<file path="config.mk">
export PLATFORM = sky130hd
export DESIGN_NAME = box_draw_engine_flat
export DESIGN_NICKNAME = d
export VERILOG_FILES = /design/src/rtl/box_draw_engine_if.sv /design/src/rtl/box_draw_engine.sv /design/src/flat_wrapper.sv
export SDC_FILE = /design/constraint.sdc
export NUM_CORES = 1
export LEC_CHECK = 0
export CORE_AREA = 4 4 75 77
export DETAILED_ROUTE_END_ITERATION = 12
export DIE_AREA = 0 0 79 81
export PLACE_DENSITY = 0.85
export SYNTH_ARGS = -nofsm -noshare
export SYNTH_HDL_FRONTEND = slang
export SYNTH_SLANG_ARGS = --single-unit
export TNS_END_PERCENT = 20
</file>
<file path="constraint.sdc">
create_clock -name clock -period 2.4 [get_ports clock]
set_clock_uncertainty 0.05 [all_clocks]
set_input_delay 0.24 -clock clock [delete_from_list [all_inputs] [get_ports clock]]
set_output_delay 0.24 -clock clock [all_outputs]
set_load 0.01 [all_outputs]
</file>
<file path="src/rtl/box_draw_engine_if.sv">
// box_draw_engine_if: command/pixel bundle between the control logic (master)
// and the box plotter (slave).
interface box_draw_engine_if #(
  parameter int X_W      = 8,
  parameter int Y_W      = 8,
  parameter int COLOUR_W = 3
);
  logic                start;
  logic [1:0]          mode;
  logic [X_W-1:0]      x_in;
  logic [Y_W-1:0]      y_in;
  logic [COLOUR_W-1:0] colour_in;
  logic                ready;
  logic                done;
  logic [X_W-1:0]      x_out;
  logic [Y_W-1:0]      y_out;
  logic [COLOUR_W-1:0] colour_out;
  logic                plot;

  modport master (
    output start, mode, x_in, y_in, colour_in,
    input  ready, done, x_out, y_out, colour_out, plot
  );

  modport slave (
    input  start, mode, x_in, y_in, colour_in,
    output ready, done, x_out, y_out, colour_out, plot
  );
endinterface

</file>
<file path="src/rtl/box_draw_engine.sv">
// box_draw_engine: plots a BOX_W x BOX_H rectangle one pixel per clock,
// column-major, with draw/erase/flash/redraw commands.
// Optional screen-edge clipping is enabled by defining BOX_DRAW_CLIP_EN.
//
// state | meaning
// IDLE  | ready=1, waiting for start
// DRAW  | one pixel per cycle, plot strobed
// DONE  | one-cycle done pulse
module box_draw_engine #(
  parameter int                    X_W          = 8,
  parameter int                    Y_W          = 8,
  parameter int                    COLOUR_W     = 3,
  parameter int                    BOX_W        = 8,
  parameter int                    BOX_H        = 8,
  parameter int                    SCREEN_W     = 160,
  parameter int                    SCREEN_H     = 120,
  parameter logic [COLOUR_W-1:0]   BG_COLOUR    = '0,
  parameter logic [COLOUR_W-1:0]   FLASH_COLOUR = '1
) (
  input logic              clock,
  input logic              reset,
  box_draw_engine_if.slave bus
);

  localparam int COL_W = $clog2(BOX_W + 1);
  localparam int ROW_W = $clog2(BOX_H + 1);

  localparam logic [1:0] MODE_DRAW   = 2'b00;
  localparam logic [1:0] MODE_ERASE  = 2'b01;
  localparam logic [1:0] MODE_FLASH  = 2'b10;
  localparam logic [1:0] MODE_REDRAW = 2'b11;

  typedef enum logic [1:0] {
    IDLE = 2'd0,
    DRAW = 2'd1,
    DONE = 2'd2
  } state_t;

  state_t              state, state_nxt;
  logic                accept;
  logic                drawing;
  logic                ready_i;
  logic                done_i;
  logic                col_last;
  logic                row_last;
  logic                last_pix;
  logic                in_view;

  logic [COL_W-1:0]    col;
  logic [ROW_W-1:0]    row;

  logic [X_W-1:0]      act_x, prev_x;
  logic [Y_W-1:0]      act_y, prev_y;
  logic [COLOUR_W-1:0] act_c, prev_c;
  logic [X_W-1:0]      x_pix;
  logic [Y_W-1:0]      y_pix;

  assign col_last = (col == COL_W'(BOX_W - 1));
  assign row_last = (row == ROW_W'(BOX_H - 1));
  assign last_pix = col_last && row_last;

  // State register.
  always_ff @(posedge clock) begin
    if (reset) state <= IDLE;
    else       state <= state_nxt;
  end

  // Next-state decode and handshake strobes.
  always_comb begin
    state_nxt = state;
    accept    = 1'b0;
    drawing   = 1'b0;
    ready_i   = 1'b0;
    done_i    = 1'b0;
    case (state)
      IDLE: begin
        ready_i = 1'b1;
        if (bus.start) begin
          accept    = 1'b1;
          state_nxt = DRAW;
        end
      end
      DRAW: begin
        drawing = 1'b1;
        if (last_pix) state_nxt = DONE;
      end
      DONE: begin
        done_i    = 1'b1;
        state_nxt = IDLE;
      end
      default: state_nxt = IDLE;
    endcase
  end

  // Column-major scan: row is the inner loop, both wrap after the last pixel.
  always_ff @(posedge clock) begin
    if (reset || accept) begin
      col <= '0;
      row <= '0;
    end else if (drawing) begin
      if (row_last) begin
        row <= '0;
        col <= col_last ? '0 : col + 1'b1;
      end else begin
        row <= row + 1'b1;
      end
    end
  end

  // Command latch: only a draw updates the saved previous box.
  always_ff @(posedge clock) begin
    if (reset) begin
      act_x  <= '0;
      act_y  <= '0;
      act_c  <= '0;
      prev_x <= '0;
      prev_y <= '0;
      prev_c <= '0;
    end else if (accept) begin
      case (bus.mode)
        MODE_DRAW: begin
          act_x  <= bus.x_in;
          act_y  <= bus.y_in;
          act_c  <= bus.colour_in;
          prev_x <= bus.x_in;
          prev_y <= bus.y_in;
          prev_c <= bus.colour_in;
        end
        MODE_ERASE: begin
          act_x <= prev_x;
          act_y <= prev_y;
          act_c <= BG_COLOUR;
        end
        MODE_FLASH: begin
          act_x <= prev_x;
          act_y <= prev_y;
          act_c <= FLASH_COLOUR;
        end
        MODE_REDRAW: begin
          act_x <= prev_x;
          act_y <= prev_y;
          act_c <= prev_c;
        end
        default: begin
          act_x <= prev_x;
          act_y <= prev_y;
          act_c <= prev_c;
        end
      endcase
    end
  end

`ifdef BOX_DRAW_CLIP_EN
  // The carry bit matters here: a sum past 2^X_W must still count as off-screen.
  logic [X_W:0] x_full;
  logic [Y_W:0] y_full;

  assign x_full  = {1'b0, act_x} + (X_W+1)'(col);
  assign y_full  = {1'b0, act_y} + (Y_W+1)'(row);
  assign in_view = (x_full < (X_W+1)'(SCREEN_W)) && (y_full < (Y_W+1)'(SCREEN_H));
  assign x_pix   = x_full[X_W-1:0];
  assign y_pix   = y_full[Y_W-1:0];
`else
  assign in_view = 1'b1;
  assign x_pix   = act_x + X_W'(col);
  assign y_pix   = act_y + Y_W'(row);
`endif

  assign bus.ready      = ready_i;
  assign bus.done       = done_i;
  assign bus.plot       = drawing && in_view;
  assign bus.x_out      = drawing ? x_pix : '0;
  assign bus.y_out      = drawing ? y_pix : '0;
  assign bus.colour_out = drawing ? act_c : '0;

endmodule
</file>
<file path="src/flat_wrapper.sv">
// flat-port wrapper written by rule: the top's interface ports become plain ports
module box_draw_engine_flat 
#(
  parameter int                    X_W          = 8,
  parameter int                    Y_W          = 8,
  parameter int                    COLOUR_W     = 3,
  parameter int                    BOX_W        = 8,
  parameter int                    BOX_H        = 8,
  parameter int                    SCREEN_W     = 160,
  parameter int                    SCREEN_H     = 120,
  parameter logic [COLOUR_W-1:0]   BG_COLOUR    = '0,
  parameter logic [COLOUR_W-1:0]   FLASH_COLOUR = '1
)
  (clock, reset, bus_start, bus_mode, bus_x_in, bus_y_in, bus_colour_in, bus_ready, bus_done, bus_x_out, bus_y_out, bus_colour_out, bus_plot);
  box_draw_engine_if #(.X_W(X_W), .Y_W(Y_W), .COLOUR_W(COLOUR_W)) bus_i ();
  input logic clock;
  input logic reset;
  input wire logic [$bits(bus_i.start)-1:0] bus_start;
  input wire logic [$bits(bus_i.mode)-1:0] bus_mode;
  input wire logic [$bits(bus_i.x_in)-1:0] bus_x_in;
  input wire logic [$bits(bus_i.y_in)-1:0] bus_y_in;
  input wire logic [$bits(bus_i.colour_in)-1:0] bus_colour_in;
  output wire logic [$bits(bus_i.ready)-1:0] bus_ready;
  output wire logic [$bits(bus_i.done)-1:0] bus_done;
  output wire logic [$bits(bus_i.x_out)-1:0] bus_x_out;
  output wire logic [$bits(bus_i.y_out)-1:0] bus_y_out;
  output wire logic [$bits(bus_i.colour_out)-1:0] bus_colour_out;
  output wire logic [$bits(bus_i.plot)-1:0] bus_plot;
  assign bus_i.start = bus_start;
  assign bus_i.mode = bus_mode;
  assign bus_i.x_in = bus_x_in;
  assign bus_i.y_in = bus_y_in;
  assign bus_i.colour_in = bus_colour_in;
  assign bus_ready = bus_i.ready;
  assign bus_done = bus_i.done;
  assign bus_x_out = bus_i.x_out;
  assign bus_y_out = bus_i.y_out;
  assign bus_colour_out = bus_i.colour_out;
  assign bus_plot = bus_i.plot;
  box_draw_engine #(.X_W(X_W), .Y_W(Y_W), .COLOUR_W(COLOUR_W), .BOX_W(BOX_W), .BOX_H(BOX_H), .SCREEN_W(SCREEN_W), .SCREEN_H(SCREEN_H), .BG_COLOUR(BG_COLOUR), .FLASH_COLOUR(FLASH_COLOUR)) u_core (.clock(clock), .reset(reset), .bus(bus_i));
endmodule
</file>
Yosys cells after proc, flatten, opt, wreduce, memory -nomap -nowiden
Cells that the tools add are included.

cells by class
  add/sub/neg operators = 4
  equality and inequality tests = 9
  multiplexer cells = 16
  reduce and logical (&&, ||, !) cells = 8

operators with widths
  kind                 number
  $pmux 8 s2           2
  $add 8x4->8          2
  $mux 8               2
  $pmux 3 s4           1
  $add 4x1->4 const B  2
  $eq 4x3->1 const B   2
  $mux 4               2
  $eq 2x2->1 const B   3
  $reduce_and 2->1     3
  $mux 1               5
  $eq 2x1->1 const B   2
  $logic_not 2->1      2
  $mux 2               2
  $pmux 2 s2           1
  $mux 3               1
  $reduce_or 3->1      1
  $ne 2x1->1 const B   1
  $ne 2x2->1 const B   1
  $logic_and 1x1->1    1
  $logic_or 1x1->1     1

word-level totals
  register bits after elaboration = 48
  output and inout bits = 22
  word-level logic and storage cells = 46

Depth between registers and ports, before layout
  depth in word-level cells = 4
  gate-level depth with buffers = 7
  depth with buffers taken out = 6

Worst setup path after synthesis
No wires, ideal clock.

  path type = flip-flop to output port
  start = register u_core.row[0]
  end = output bus_y_out[6]
  arrival time = 1.615 ns
  data required time = 2.110 ns
  setup slack = 0.495 ns
  stages on the path, launching flop included = 7
  path buffers = 0
  cell sequence = dfxtp_1 -> ha_1 -> fa_1 -> a211o_1 -> o2111ai_1 -> xor2_1 -> nor2_1

on the way
  cells in the longest elaborated chain, start to end = 2

ends and longest elaborated chain
  what                      line                    source
  start: declaration        box_draw_engine.sv:50   logic [ROW_W-1:0] row;
  start signal: assignment  box_draw_engine.sv:105  row <= row + 1'b1;
  $add 8x4->8               box_draw_engine.sv:166  assign y_pix = act_y + Y_W'(row);
  $mux 8                    box_draw_engine.sv:173  assign bus.y_out = drawing ? y_pix : '0;
  end: declaration          flat_wrapper.sv:26      output wire logic [$bits(bus_i.y_out)-1:0] bus_y_out;

No other way between the ends.

Worst setup path after layout
  start = register u_core.row[3]
  end = output bus_y_out[5]

The elaborated chain is that of the path after synthesis.

==> results.toml <==
[outcome]
result_of_the_run = "finished, final reports clean"

[logic_synthesis]
synth_warnings = 0
yosysTopAreaCellShare_pct = 38.3
yosys-top-cells-area = "dfxtp_1 38%, nand2_1 9.9%, a311oi_1 6.6%, a21oi_1 6.4%, nor2_1 5.1%"
post_synth_instance_area_um2 = 2510
synth.distinct_cells = 43
synth_top_cell_by_area = "dfxtp_1"
syn_avg_cell_area_um2 = 7.87
nets_in_the_synthesized_netlist = 355
proportion_of_synthesized_chip_area_in_sequential_cells_pct = 38.3
netlist_instances = 319
yosys_register_bits = 48

[power_and_ir_drop]
fraction_of_power_spent_switching_nets_pct = 24.4
leakage_nw = 1.23
share_seq_of_total_power_pct = 47.8
vdd.ir_drop.worst_mv = 0.329
power.switching_w = 0.000442
power_frac_comb_pct = 15.0
internal_dissipation_w = 0.00137
power.share.clock_pct = 37.2
total_power_density_per_cell_area_nw_per_um2 = 560

[clocking]
cts_root_buffer = "clkbuf_8"
cts_hold_bufs = 0
cts.reportedPaths.clkPinSlew_ps = 80
cts_htree_levels = 2
cts_buffers = 5
cts_tree = "built"
clock_sinks = 48
cts-root-to-sink-buffers = 2
clkLatencyLatePin_ps = 300

[hold_path]
path_class_of_the_lowest_slack_min_delay_path = "flop to flop"

[placed_design]
gp_congestion = 0.812
dp.final_hpwl_mm = 4.30
buffer_ports.inserted = 45

[route]
ant_nets = 0
firstDrtPassIters = 4
num_vias = 2429
drt_wl_total_mm = 6.24
detail_route.iter0.violations = 201
average_via_count_per_standard_cell = 5.57
wire_per_inst_um = 14.3
drc = 0

[timing]
timing_hold_violations_final = 0
timing.final.max_slew_violations = 0
finalCritPeriodShare_pct = 98.7
hold_slack_ps = 405
period_needed_ps = 2370
worst_margin_pin_slew_ps = 637
clock.fmax_mhz = 422
setup_violations = 0
max-slew-margin-rel_pct = 57.5
unrepaired_setup_endpoints_after_global_routing = "yes"

[run]
max_cap_violations = 0

[grt]
number_of_global_route_vias_before_repair = 2276
initial_antenna_violation_count = 0
grt_max_degree = 39
grtUsageTotal_pct = 20.2
overflow = 0
grt_pass1_wl_mm = 10.3

[final_layout]
mostFrequentLayoutCell = "nand2_1"
drive_gt1_share_pct = 12.3
n_antenna_cell = 0
finalCoreUtilization_pct = 64.6
final_nets = 402
layout-area-overhead-vs-synth_pct = 28.9
mostFrequentLayoutCells = "66 x nand2_1, 42 x dfxtp_1, 35 x clkdlybuf4s50_1"
fillerInstances = 430

[die]
io_pins = 46
height_of_the_die_um = 81
floorplan.die.width_um = 79
die-area_um2 = 6400
start_util_pct = 50.1
core_area_um2 = 5010
row_count = 26

[critical_path]
cp_data_required_time_ps = 2110
critical_path_arrival_ps = 2080
timing.critical_path.to_type = "primary output"
cpMaxStageDelayCell = "clkdlybuf4s50_1"
crit_chain = "ha_1 -> a21oi_1 -> o22ai_1 -> xnor2_1 -> nor2_1 -> clkdlybuf4s50_1"
timing.setup.critical_path_class = "flop to primary output"
worstPathBufferInverterCount = 1
critPathLaunchType = "flop"
cpLargestDelayFamily = "buffers and inverters"
worst-path-max-fanout = 6
cp_max_stage_delay_ps = 540
what timing repair did:
| action | 4_1_cts | 5_1_grt |
|---|---|---|
| setup buffers | 0 | 1 |
| pin swaps | 0 | 5 |
| resized for setup | 14 | 16 |
| endpoints found under the setup margin | 9 | 9 |
power by group through the flow:
| stage | Sequential (W) | Clock (W) | Combinational [W] |
|---|---|---|---|
| floorplan | 0.000873 | 0 | 0.000157 |
| global placement | 0.000879 | 0 | 0.000267 |
| global route | 0.000872 | 0.000714 | 0.000303 |
| finish | 0.000867 | 0.000675 | 0.000271 |
| detailed placement | 0.000882 | 0 | 0.000271 |
| CTS | 0.000864 | 0.000686 | 0.000269 |
worst register-to-register path, cell delays in order (launching register included):
cell,delay (ps)
dfxtp_2,360
buf_4,140
ha_1,190
and3b_1,340
nand3_4,110
or4_4,490
a21oi_2,110
cell families after synthesis:
group	synth area share [%]
xor gates and xnor gates	3.14
adders and majority gates	6.58
DFF	38.3
buffers and inverters	5.08
and+or+nand+nor	23.9
AOI/OAI and AO/OA	23.0
worst paths after layout:
path,from,to,slack (ps),depth (start not counted)
setup reg to reg,u_core.row[0],u_core.col[3],560,6
hold reg to reg,u_core.prev_c[2],u_core.prev_c[2],410,2
setup / recovery,u_core.row[3],bus_y_out[5],30,6
hold / removal,u_core.prev_c[2],u_core.prev_c[2],410,2
Yosys cell counts:
master	instances
or4_4	1
a21o_1	3
o2111ai_1	2
dfxtp_1	48
nor4b_1	1
o21a_1	1
nor2_2	1
and3b_1	1
nand4b_1	1
nor3_1	2
a211oi_1	4
or3b_1	1
o22ai_1	1
a21oi_1	32
nand4_1	1
nor4_1	1
nand3_4	1
xor2_1	4
nor2_1	34
nand2b_1	2
buf_2	5
a221oi_1	1
a21oi_2	1
or2_2	1
or3_1	3
clkinv_4	1
nand2_1	66
a211o_1	3
buf_6	1
nand3_1	5
and2_1	8
inv_1	5
buf_4	2
ha_1	10
a311oi_1	19
fa_1	2
o21ai_0	22
xnor2_1	5
nor3b_2	1
o21ai_1	1
o41ai_1	1
nor2b_1	1
clkbuf_1	13
final cells by class:
cell class                      count  area [um^2]  area share (%)
Clock buffer                        5         68.8            2.13
Sequential cell                    48          968            29.9
Timing Repair Buffer               61          559            17.3
Multi-Input combinational cell    244         1460            45.2
Clock inverter                      2         60.1            1.86
Tap cell                           70         87.6            2.71
Inverter                            6         27.5           0.851
flip-flops by register name, indices dropped and copies added, names as in the netlist:
register,count
u_core.act_y,8
u_core.prev_x,8
u_core.prev_y,8
u_core.col,4
u_core.act_c,3
u_core.row,4
u_core.act_x,8
u_core.state,2
u_core.prev_c,3
per-layer routing:
| metal | vias up | GRT usage (%) | part of all wire [%] |
|---|---|---|---|
| met5 | - | 0 | 0 |
| li1 | 1217 | - | - |
| met4 | 0 | 8.25 | 1.6 |
| met1 | 1132 | 25.5 | 43 |
| met3 | 8 | 4.10 | 5.8 |
| met2 | 72 | 33.8 | 50 |
through the flow:
step	setup WS (ps)	std cells	area, um^2	setup TNS (ps)	power (W)
6_report	31.7	436	3240	0	0.00181
4_1_cts	-47.6	435	3200	-69.7	0.00182
3_3_place_gp	36.3	428	3070	0	0.00115
3_5_place_dp	-13.7	428	3070	-13.7	0.00115
2_1_floorplan	495	319	2510	0	0.00103
5_1_grt	-105	436	3240	-235	0.00189
(Power assumes the default switching activity.)
